[config.mk]
export PLATFORM = sky130hd
export DESIGN_NAME = ibex_ex_wb_buffer
export DESIGN_NICKNAME = d
export VERILOG_FILES = /design/src/rtl/ibex_ex_wb_buffer.sv
export SDC_FILE = /design/constraint.sdc
export NUM_CORES = 1
export LEC_CHECK = 0
export ABC_AREA = 1
export CORE_MARGIN = 2
export CORE_UTILIZATION = 47
export CTS_BUF_LIST = sky130_fd_sc_hd__clkbuf_16
export CTS_CLUSTER_SIZE = 12
export DETAILED_ROUTE_END_ITERATION = 12
export GPL_ROUTABILITY_DRIVEN = 0
export GPL_TIMING_DRIVEN = 0
export PLACE_DENSITY_LB_ADDON = 0.25
export SKIP_LAST_GASP = 1
export SYNTH_ARGS = -nofsm -noshare
export SYNTH_HDL_FRONTEND = slang
export SYNTH_SLANG_ARGS = --single-unit
[constraint.sdc]
create_clock -name clk_i -period 3 [get_ports clk_i]
set_input_delay 0.6 -clock clk_i [delete_from_list [all_inputs] [get_ports clk_i]]
set_output_delay 0.6 -clock clk_i [all_outputs]
set_load 0.02 [all_outputs]
[src/rtl/ibex_ex_wb_buffer.sv]
// ibex_ex_wb_buffer: two-entry EX result buffer arbitrating the register-file write port against LSU loads
// Ports: ex_valid_i/rf_we_id_i/rf_waddr_id_i/result_ex_i push EX results; ready_o/empty_o report buffer state;
//        lsu_rf_* take priority on the write port rf_we_o/rf_waddr_o/rf_wdata_o; rf_raddr_{a,b}_i look up
//        buffered results for hazard_{a,b}_o or fwd_{a,b}_*; vxsat_* hold the sticky saturation flag.
// Build option: define IBEX_WB_FWD_EN to forward buffered data instead of raising hazards.
package ibex_pkg;
  typedef enum integer {
    RV32PNone = 0,
    RV32PFull = 1
  } rv32p_e;
endpackage

module ibex_ex_wb_buffer #(
  parameter ibex_pkg::rv32p_e RV32P = ibex_pkg::RV32PNone
) (
  input  logic        clk_i,
  input  logic        rst_ni,
  input  logic        ex_valid_i,
  input  logic        rf_we_id_i,
  input  logic [4:0]  rf_waddr_id_i,
  input  logic [31:0] result_ex_i,
  input  logic        vxsat_set_i,
  output logic        ready_o,
  output logic        empty_o,
  input  logic        lsu_rf_we_i,
  input  logic [4:0]  lsu_rf_waddr_i,
  input  logic [31:0] lsu_rf_wdata_i,
  output logic        rf_we_o,
  output logic [4:0]  rf_waddr_o,
  output logic [31:0] rf_wdata_o,
  input  logic [4:0]  rf_raddr_a_i,
  input  logic [4:0]  rf_raddr_b_i,
  output logic        hazard_a_o,
  output logic        hazard_b_o,
  output logic        fwd_a_valid_o,
  output logic        fwd_b_valid_o,
  output logic [31:0] fwd_a_data_o,
  output logic [31:0] fwd_b_data_o,
  input  logic        vxsat_wr_i,
  input  logic        vxsat_wdata_i,
  output logic        vxsat_o
);
  logic [4:0]  waddr_q [2];
  logic [31:0] wdata_q [2];
  logic        wptr_q, rptr_q;
  logic [1:0]  count_q;
  logic        push, pop, newest;
  logic [4:0]  raddr [2];
  logic        hit [2];
  assign ready_o = ~count_q[1];
  assign empty_o = ~|count_q;
  assign push    = ex_valid_i & rf_we_id_i & ready_o & |rf_waddr_id_i;
  assign pop     = rst_ni & ~lsu_rf_we_i & |count_q;
  // when full the newer entry sits opposite the head; otherwise the head is the only entry
  assign newest  = count_q[1] ? ~rptr_q : rptr_q;
  assign rf_we_o    = rst_ni & (lsu_rf_we_i | |count_q);
  assign rf_waddr_o = ~rf_we_o ? '0 : lsu_rf_we_i ? lsu_rf_waddr_i : waddr_q[rptr_q];
  assign rf_wdata_o = ~rf_we_o ? '0 : lsu_rf_we_i ? lsu_rf_wdata_i : wdata_q[rptr_q];
  always_ff @(posedge clk_i or negedge rst_ni) begin
    if (!rst_ni) begin
      waddr_q <= '{default: '0};
      wdata_q <= '{default: '0};
      wptr_q  <= 1'b0;
      rptr_q  <= 1'b0;
      count_q <= 2'd0;
    end else begin
      if (push) begin
        waddr_q[wptr_q] <= rf_waddr_id_i;
        wdata_q[wptr_q] <= result_ex_i;
        wptr_q          <= ~wptr_q;
      end
      if (pop) rptr_q <= ~rptr_q;
      count_q <= count_q + 2'(push) - 2'(pop);
    end
  end
  assign raddr[0] = rf_raddr_a_i;
  assign raddr[1] = rf_raddr_b_i;
`ifdef IBEX_WB_FWD_EN
  logic [31:0] hdata [2];
`endif
  for (genvar i = 0; i < 2; i++) begin : g_lookup
    logic new_m, old_m;
    assign new_m  = |count_q & |raddr[i] & (waddr_q[newest] == raddr[i]);
    assign old_m  = count_q[1] & |raddr[i] & (waddr_q[rptr_q] == raddr[i]);
    assign hit[i] = new_m | old_m;
`ifdef IBEX_WB_FWD_EN
    assign hdata[i] = new_m ? wdata_q[newest] : old_m ? wdata_q[rptr_q] : '0;
`endif
  end
`ifdef IBEX_WB_FWD_EN
  assign hazard_a_o    = 1'b0;
  assign hazard_b_o    = 1'b0;
  assign fwd_a_valid_o = hit[0];
  assign fwd_b_valid_o = hit[1];
  assign fwd_a_data_o  = hdata[0];
  assign fwd_b_data_o  = hdata[1];
`else
  assign hazard_a_o    = hit[0];
  assign hazard_b_o    = hit[1];
  assign fwd_a_valid_o = 1'b0;
  assign fwd_b_valid_o = 1'b0;
  assign fwd_a_data_o  = '0;
  assign fwd_b_data_o  = '0;
`endif
  if (RV32P != ibex_pkg::RV32PNone) begin : g_vxsat
    logic vxsat_q;
    // a CSR write overrides a saturation reported in the same cycle
    always_ff @(posedge clk_i or negedge rst_ni) begin
      if (!rst_ni) vxsat_q <= 1'b0;
      else vxsat_q <= vxsat_wr_i ? vxsat_wdata_i : (ex_valid_i & vxsat_set_i) | vxsat_q;
    end
    assign vxsat_o = vxsat_q;
  end else begin : g_no_vxsat
    logic unused_vxsat;
    assign unused_vxsat = ^{vxsat_set_i, vxsat_wr_i, vxsat_wdata_i};
    assign vxsat_o      = 1'b0;
  end
endmodule
Word level (Yosys, flattened, before mapping)
Cells that the tools add are included.

word-level totals
  latch bits = 0
  logic and storage cells = 67
  ROM bits = 0
  memory bits (writable) = 0
  memories = 0
  bits of input ports = 92
  output and inout bits = 109
  bits in registers = 78

cells by class
  shift-type cells = 0
  multiply operators = 0
  reductions and logical operators = 6
  $lt $le $gt $ge = 4
  multiplexer cells = 20
  div/mod/pow operators = 0
  equal/unequal tests = 4
  add/subtract/negate cells = 2
  bitwise gates (word level) = 24

operators by type and width
  kind                                                 count
  2-to-1 mux 32 bit                                    6
  bitwise mux 64 bit                                   1
  2-to-1 mux 5 bit                                     9
  demux 32 bit (select 1 bit)                          1
  equality test 5 bit                                  4
  OR reduction 5 bit                                   3
  bitwise AND 1 bit                                    14
  bitwise mux 10 bit                                   1
  >= comparator 2 bit (second input constant)          3
  NOT 1 -> 2 bit                                       3
  demux 5 bit (select 1 bit)                           1
  NOT 1 bit                                            4
  bitwise OR 1 bit                                     3
  adder 2 x 1 -> 2 bit                                 1
  < comparator 2 x 1 -> 1 bit (second input constant)  1
  OR reduction 2 bit                                   1
  subtractor 2 x 1 -> 2 bit                            1
  logical AND 1 bit                                    1
  zero test 1 bit                                      1
  2-to-1 mux 1 bit                                     1

Logic depth before layout (Yosys ltp)
Gate-level depths: netlist (run 1).

  word-level depth = 9
  gate-level depth with buffers = 10
  mapped depth without buffers = 9

Least setup slack after synthesis (run 1)
OpenSTA, ideal clock, no wires.

  path type = input to output
  start = input lsu_rf_we_i
  end = output rf_wdata_o[29]
  data arrival time = 1660 ps
  path buffers = 2
  required time = 2400 ps
  stages = 5
  slack = 740 ps
  cell sequence = inv_2 > clkbuf_1 > clkbuf_1 > o21ai_0 > a31oi_1

between the ends
  cells in the longest elaborated chain, start to end = 3
  elaborated cells on any way between the ends = 4
  those cells by class = mux (2); bitwise (2)

RTL lines
  what                 line  RTL
  start, declared      25    input logic lsu_rf_we_i,
  bitwise OR 1 bit     56    assign rf_we_o = rst_ni & (lsu_rf_we_i | |count_q);
  bitwise AND 1 bit    56
  2-to-1 mux 32 bit *  58    assign rf_wdata_o = ~rf_we_o ? '0 : lsu_rf_we_i ? lsu_rf_wdata_i : wdata_q[rptr_q];
  end, declared        30    output logic [31:0] rf_wdata_o,

Every way passes the cells marked *; elsewhere a longest branch is shown, timed or not.

Worst setup path in the final report (run 1)
  start = input lsu_rf_we_i
  end = output rf_wdata_o[26]

Same word-level chain as after synthesis.

==> impl_metrics.yaml, run 1 <==
clock_tree:
  clockBufferDepth: 2
  cts_inserted_buffers: 9
  root_buffer: "clkbuf_16"
  cts_tree: "built"
  cts-htree-levels: 3
  cts.reportedPaths.clkPinSlew_ns: 0.06
  clk_latency_ns: 0.33
  cts_num_sinks: 78
  hold_buffers: 0
  postCtsSetupRepairBufs: 0
sta:
  fmax_ghz: 0.346
  hold_violations: 0
  rsz0062_at_grt: "false"
  fin_worst_skew_ns: 0.00608
  slew_viol_final: 0
  finalCritPeriodShare: 0.964
  slew_headroom: 0.654
  layout_min_cycle_time_ns: 2.89
  worstMarginPinSlew_ns: 0.519
  setup_viol: 0
grt:
  grt_pass1_vias: 4820
  grt.total_usage: 0.258
  grt_max_degree: 39
  grt_pass1_wl_um: 23000
  antenna_found_initial: 0
  grt_overflow: 0
synthesis:
  synth_area_per_cell_um2: 7.42
  yosys.area.top_type: "dfrtp_1"
  ys_seq_area_frac: 0.397
  yosys.area.top_type_share: 0.397
  ys_seq_elements: 78
  yosys-top-cells-area: "dfrtp_1 40%, nand2_1 15%, buf_4 11%"
  synth.cell_area_um2: 4920
  ys_warn_count: 0
  yosysUniqueCellTypes: 28
  netlist_instances: 663
layout:
  stdcell_count: 1013
  final_nets: 966
  antenna_cells: 0
  drive_gt1_frac: 0.176
  syn_to_final_growth_pct: 40.3
  fillers: 860
  final_util: 0.674
placement:
  hpwlAfterDp_um: 10700
  numPortBuffers: 130
  dp.cells: 996
drt:
  num_vias: 5071
  routed_wirelength_um: 14500
  antenna_left: 0
  wl_per_cell_um: 14.3
  first_iter_violations: 369
  drc: 0
  via_per_inst: 5.01
  first_pass_iters: 5
worst_setup_path:
  cp_top_family: "buffers and inverters"
  rr_worst_depth: 7
  worstSetupStartpointType: "primary input"
  path_cells: "clkdlybuf4s50_1 -> inv_2 -> a21oi_2 -> buf_4 -> buf_4 -> o21ai_0 -> a31oi_1 -> dlygate4sd2_1"
  worst-path-stages: 8
  reg2reg_slack_ns: 1.12
  crit_required_ns: 2.40
  cpMostUsedCell: "buf_4"
  worst-path-buf-inv: 5
  crit_fanout: 10
  crit_arrival_ns: 2.29
  end_kind: "output pin"
  cpMaxStageDelayCell: "clkdlybuf4s50_1"
  slowest_delay_ns: 0.53
  critPathKind: "in2out"
pwr:
  ir_drop_mv: 0.413
  power.leakage_uw: 0.00367
  total_power_uw: 5500
  power_density_nw_per_um2: 796
die:
  dieHeight_um: 106
  start_util: 0.481
  ios: 201
  die_area_um2: 11300
  rows: 37
  dieWidth_um: 106
  core-area_um2: 10200
run:
  drv_cap: 0
outcome:
  status: "finished, final reports clean"
hold_path:
  hp-class: "in2async"
==> cells in the final DEF (no fill, tap or decap), types with 16 or more instances in the layout <==
cell type / count
clkbuf_2: 20
conb_1: 67
o21ai_2: 20
buf_4: 72
a31oi_1: 36
nand3_1: 35
dfrtp_1: 78
clkdlybuf4s50_1: 89
o21ai_0: 81
nand2_1: 192
inv_1: 63
nor2_1: 16
dlygate4sd2_1: 17
==> metrics by stage <==
stage	setup TNS (ns)	area [µm²]	hold slack [ns]	setup WS [ns]
floorplan	0	5160	0.304	0.740
global placement	-216.96	6640	0.465	-3.07
detailed placement	-21.03	6660	0.415	-0.801
CTS	0	6940	0.0639	0.00272
global route	0	6900	0.0660	0.00338
finish	0	6900	0.0734	0.109
==> report_power, final <==
part / internal (µW) / total (µW) / switching (µW)
Clock: 553 / 977 / 424
Combinational: 1000 / 2600 / 1600
Sequential: 1560 / 1920 / 351
Total: 3120 / 5500 / 2380
==> timing repair <==
item                       in CTS  in global routing
gates resized for setup        50                 56
cloned                          1                  0
setup endpoints to repair      39                 23
==> area by class of cell <==
cell class / instances / area (µm²) / area share
clock buffer: 9 / 225 / 0.0326
timing repair buffer: 132 / 1270 / 0.184
inverter: 65 / 244 / 0.0354
clock inverter: 7 / 42.5 / 0.00617
sequential: 78 / 1950 / 0.283
multi-input combinational: 483 / 2270 / 0.328
tap: 136 / 170 / 0.0247
buffer: 103 / 728 / 0.106
==> final timing paths <==
| check | startpoint | endpoint |
|---|---|---|
| hold / removal | rst_ni | wdata_q[39] |
| min in group clk_i | wdata_q[38] | wdata_q[38] |
| setup reg to reg | count_q[1] | count_q[1] |
| hold reg to reg | wdata_q[38] | wdata_q[38] |
| max in group asynchronous | rst_ni | wdata_q[18] |
| setup / recovery | lsu_rf_we_i | rf_wdata_o[26] |
==> flip-flops by register name (all words and copies together) (netlist names) <==
signal,cells
count_q,2
rptr_q,1
waddr_q,10
wdata_q,64
wptr_q,1
==> worst reg2reg max path, delay by kind of cell, from the launching register on <==
kind / cells / cell delay, ns
adder cells (fa/ha/maj): 2 / 0.45
XOR/XNOR: 2 / 0.29
flip-flops: 1 / 0.53
AND/OR/NAND/NOR: 2 / 0.47
buffers and inverters: 1 / 0.06
==> Yosys cell counts (all sizes together) <==
cell type and n:
o21ai 112, a21oi 3, nand2 195, ha 2, dfrtp 78, conb 1, a31oi 36, or2 1
xnor2 1, buf 85, inv 65, xor2 9, nand3 35, clkbuf 18, nand3b 1, nor3 2
nand4 1, nor2 18
==> routing by layer <==
layer | track usage | share of wire | routed length, µm
met4 | 0.112 | 0.029 | 420
met5 | 0 | 0 | 0
met3 | 0.0552 | 0.091 | 1320
met2 | 0.440 | 0.49 | 7140
met1 | 0.313 | 0.39 | 5610
==> cells by family after synthesis <==
group | count (synthesis) | synth area share
adder cells (fa/ha/maj) | 2 | 0.00509
AO/OA/AOI/OAI | 151 | 0.179
flip-flops | 78 | 0.397
buffers and inverters | 168 | 0.193
other | 1 | 0.000763
AND/OR/NAND/NOR | 253 | 0.208
XOR/XNOR | 10 | 0.0178
No activity file was read; power rests on OpenSTA's default activity.
==> run 2: changes to the inputs <==
PLACE_DENSITY = 0.95   (was unset)
PLACE_DENSITY_LB_ADDON = unset   (was 0.25)
==> run 2 against run 1 <==
  * Global-route usage is 0.65 points lower
  * Sequential cell count unchanged
  * The flow now finishes with violations (setup timing)
  * Worst setup slack got worse by 0.15 ns
  * Clock skew is 0.0022 ns lower
  * Non-clock buffer count did not move
  * Combinational power barely moved
  * Sequential power barely moved
  * Register-to-register slack improved by 0.07 ns
  * Largest cell class unchanged
  * Clock power rose by 26%
  * Final cell count is the same
  * Sequential share of layout area fell by 0.67 points
==> impl_metrics.yaml, run 2 (synthesis results as in run 1) <==
outcome:
  status: "finished, violations left"
  violations: "setup timing"
placement:
  numPortBuffers: 130
  hpwlAfterDp_um: 10300
  dp.cells: 996
hold_path:
  hp-class: "in2async"
drt:
  num_vias: 4954
  wl_per_cell_um: 13.9
  first_pass_iters: 5
  first_iter_violations: 217
  via_per_inst: 4.89
  antenna_left: 0
  drc: 0
  routed_wirelength_um: 14100
worst_setup_path:
  critPathKind: "in2out"
  crit_required_ns: 2.40
  cpMostUsedCell: "clkdlybuf4s50_1"
  worst-path-buf-inv: 4
  end_kind: "output pin"
  crit_arrival_ns: 2.44
  slowest_delay_ns: 0.67
  path_cells: "clkdlybuf4s50_1 -> inv_2 -> a21oi_2 -> buf_4 -> o21ai_0 -> a31oi_1 -> clkdlybuf4s50_1"
  crit_fanout: 10
  cpMaxStageDelayCell: "clkdlybuf4s50_1"
  cp_top_family: "buffers and inverters"
  worstSetupStartpointType: "primary input"
layout:
  mostFrequentLayoutCell: "nand2_1"
  syn_to_final_growth_pct: 43.7
  final_cell_mix: "192 x nand2_1, 91 x clkdlybuf4s50_1, 81 x o21ai_0, 78 x dfrtp_1, 71 x buf_4"
  largest_register_ffs: 64
  antenna_cells: 0
  top_register: "wdata_q"
  fillers: 835
  drive_gt1_frac: 0.166
  final_util: 0.691
  final_nets: 966
  stdcell_count: 1013
  largestRegisters: "wdata_q x64, waddr_q x10, count_q x2"
clock_tree:
  cts_inserted_buffers: 9
  cts-htree-levels: 3
  cts_num_sinks: 78
  hold_buffers: 0
  cts_tree: "built"
  clk_latency_ns: 0.33
  cts.reportedPaths.clkPinSlew_ns: 0.06
  clockBufferDepth: 2
  root_buffer: "clkbuf_16"
grt:
  antenna_found_initial: 0
  grt_pass1_vias: 4798
  grt_max_degree: 35
  grt_pass1_wl_um: 22500
  grt_overflow: 0
  grt.total_usage: 0.251
die:
  dieHeight_um: 106
  start_util: 0.481
  core-area_um2: 10200
  ios: 201
  dieWidth_um: 106
  rows: 37
  die_area_um2: 11300
sta:
  finalCritPeriodShare: 1.01
  fmax_ghz: 0.329
  setup_viol: 1
  slew_viol_final: 0
  hold_violations: 0
  rsz0062_at_grt: "true"
  tns_ns: -0.0441
  worstMarginPinSlew_ns: 0.542
  layout_min_cycle_time_ns: 3.04
  fin_ws_ns: -0.0441
  slew_headroom: 0.639
  fin_worst_skew_ns: 0.00392
pwr:
  sw_frac_of_total: 0.407
  power_density_nw_per_um2: 814
  p_int_uw: 3410
  seqPwrFrac: 0.330
  p_switching_uw: 2340
  combPwrFrac: 0.457
  power.leakage_uw: 0.00386
  p_clk_frac: 0.213
  ir_drop_mv: 0.443
run:
  drv_cap: 0
run 2: worst reg2reg max path: cells and delay by family, from the launching register on:
kind	cells	cell delay, ns
fa+ha+maj	2	0.43
buf+inv	1	0.05
xor+xnor	2	0.32
simple gates	2	0.41
flops	1	0.52
run 2: final cells by class:
class / instances / area, µm² / share of cell area
plain buffers: 103 / 727 / 0.103
clock buffers: 9 / 225 / 0.0319
clock inverters: 7 / 114 / 0.0161
inverters: 65 / 244 / 0.0345
multi-input cells: 483 / 2270 / 0.321
flip-flops and latches: 78 / 1950 / 0.276
well taps: 136 / 170 / 0.0241
repair buffers: 132 / 1370 / 0.194
run 2: per-layer routing:
layer,vias to the layer above,GRT usage,wire (µm)
met3,35,0.0423,1010
met2,220,0.435,7140
met1,2278,0.304,5540
met5,-,0,0
met4,0,0.117,418
li1,2421,-,-
run 2: path summary, 6_finish.rpt:
check                                 start            end  slack (ns)  cells past startpoint
worst max-delay path            lsu_rf_we_i  rf_wdata_o[0]       -0.04                      7
worst min-delay path                 rst_ni    wdata_q[14]        0.10                      1
worst max register to register   count_q[1]     count_q[1]        1.19                      7
worst min register to register  wdata_q[57]    wdata_q[57]        0.48                      2
max in group asynchronous            rst_ni    wdata_q[12]        2.38                      2
min in group clk_i              wdata_q[57]    wdata_q[57]        0.48                      2
run 2: power groups by stage:
stage	logic, µW	registers, µW	clock network, µW
5_1_grt	2950	1950	1270
3_3_place_gp	2550	1860	0
6_report	2630	1900	1230
2_1_floorplan	1820	1820	0
3_5_place_dp	2640	1890	0
4_1_cts	2630	1880	1220
run 2: stage by stage:
| stage | instance area, µm² | power [µW] | worst slack [ns] | hold slack (ns) |
|---|---|---|---|---|
| finish | 7070 | 5750 | -0.0441 | 0.103 |
| CTS | 7030 | 5730 | -0.181 | 0.135 |
| global route | 7070 | 6160 | -0.217 | 0.117 |
| detailed placement | 6660 | 4520 | -0.630 | 0.468 |
| floorplan | 5160 | 3640 | 0.740 | 0.304 |
| global placement | 6640 | 4410 | -3.04 | 0.464 |
run 2: timing repair:
action,4_1_cts,5_1_grt
gates cloned,1,0
setup buffers,0,0
endpoints found under the setup margin,40,34
gates resized for setup,36,50
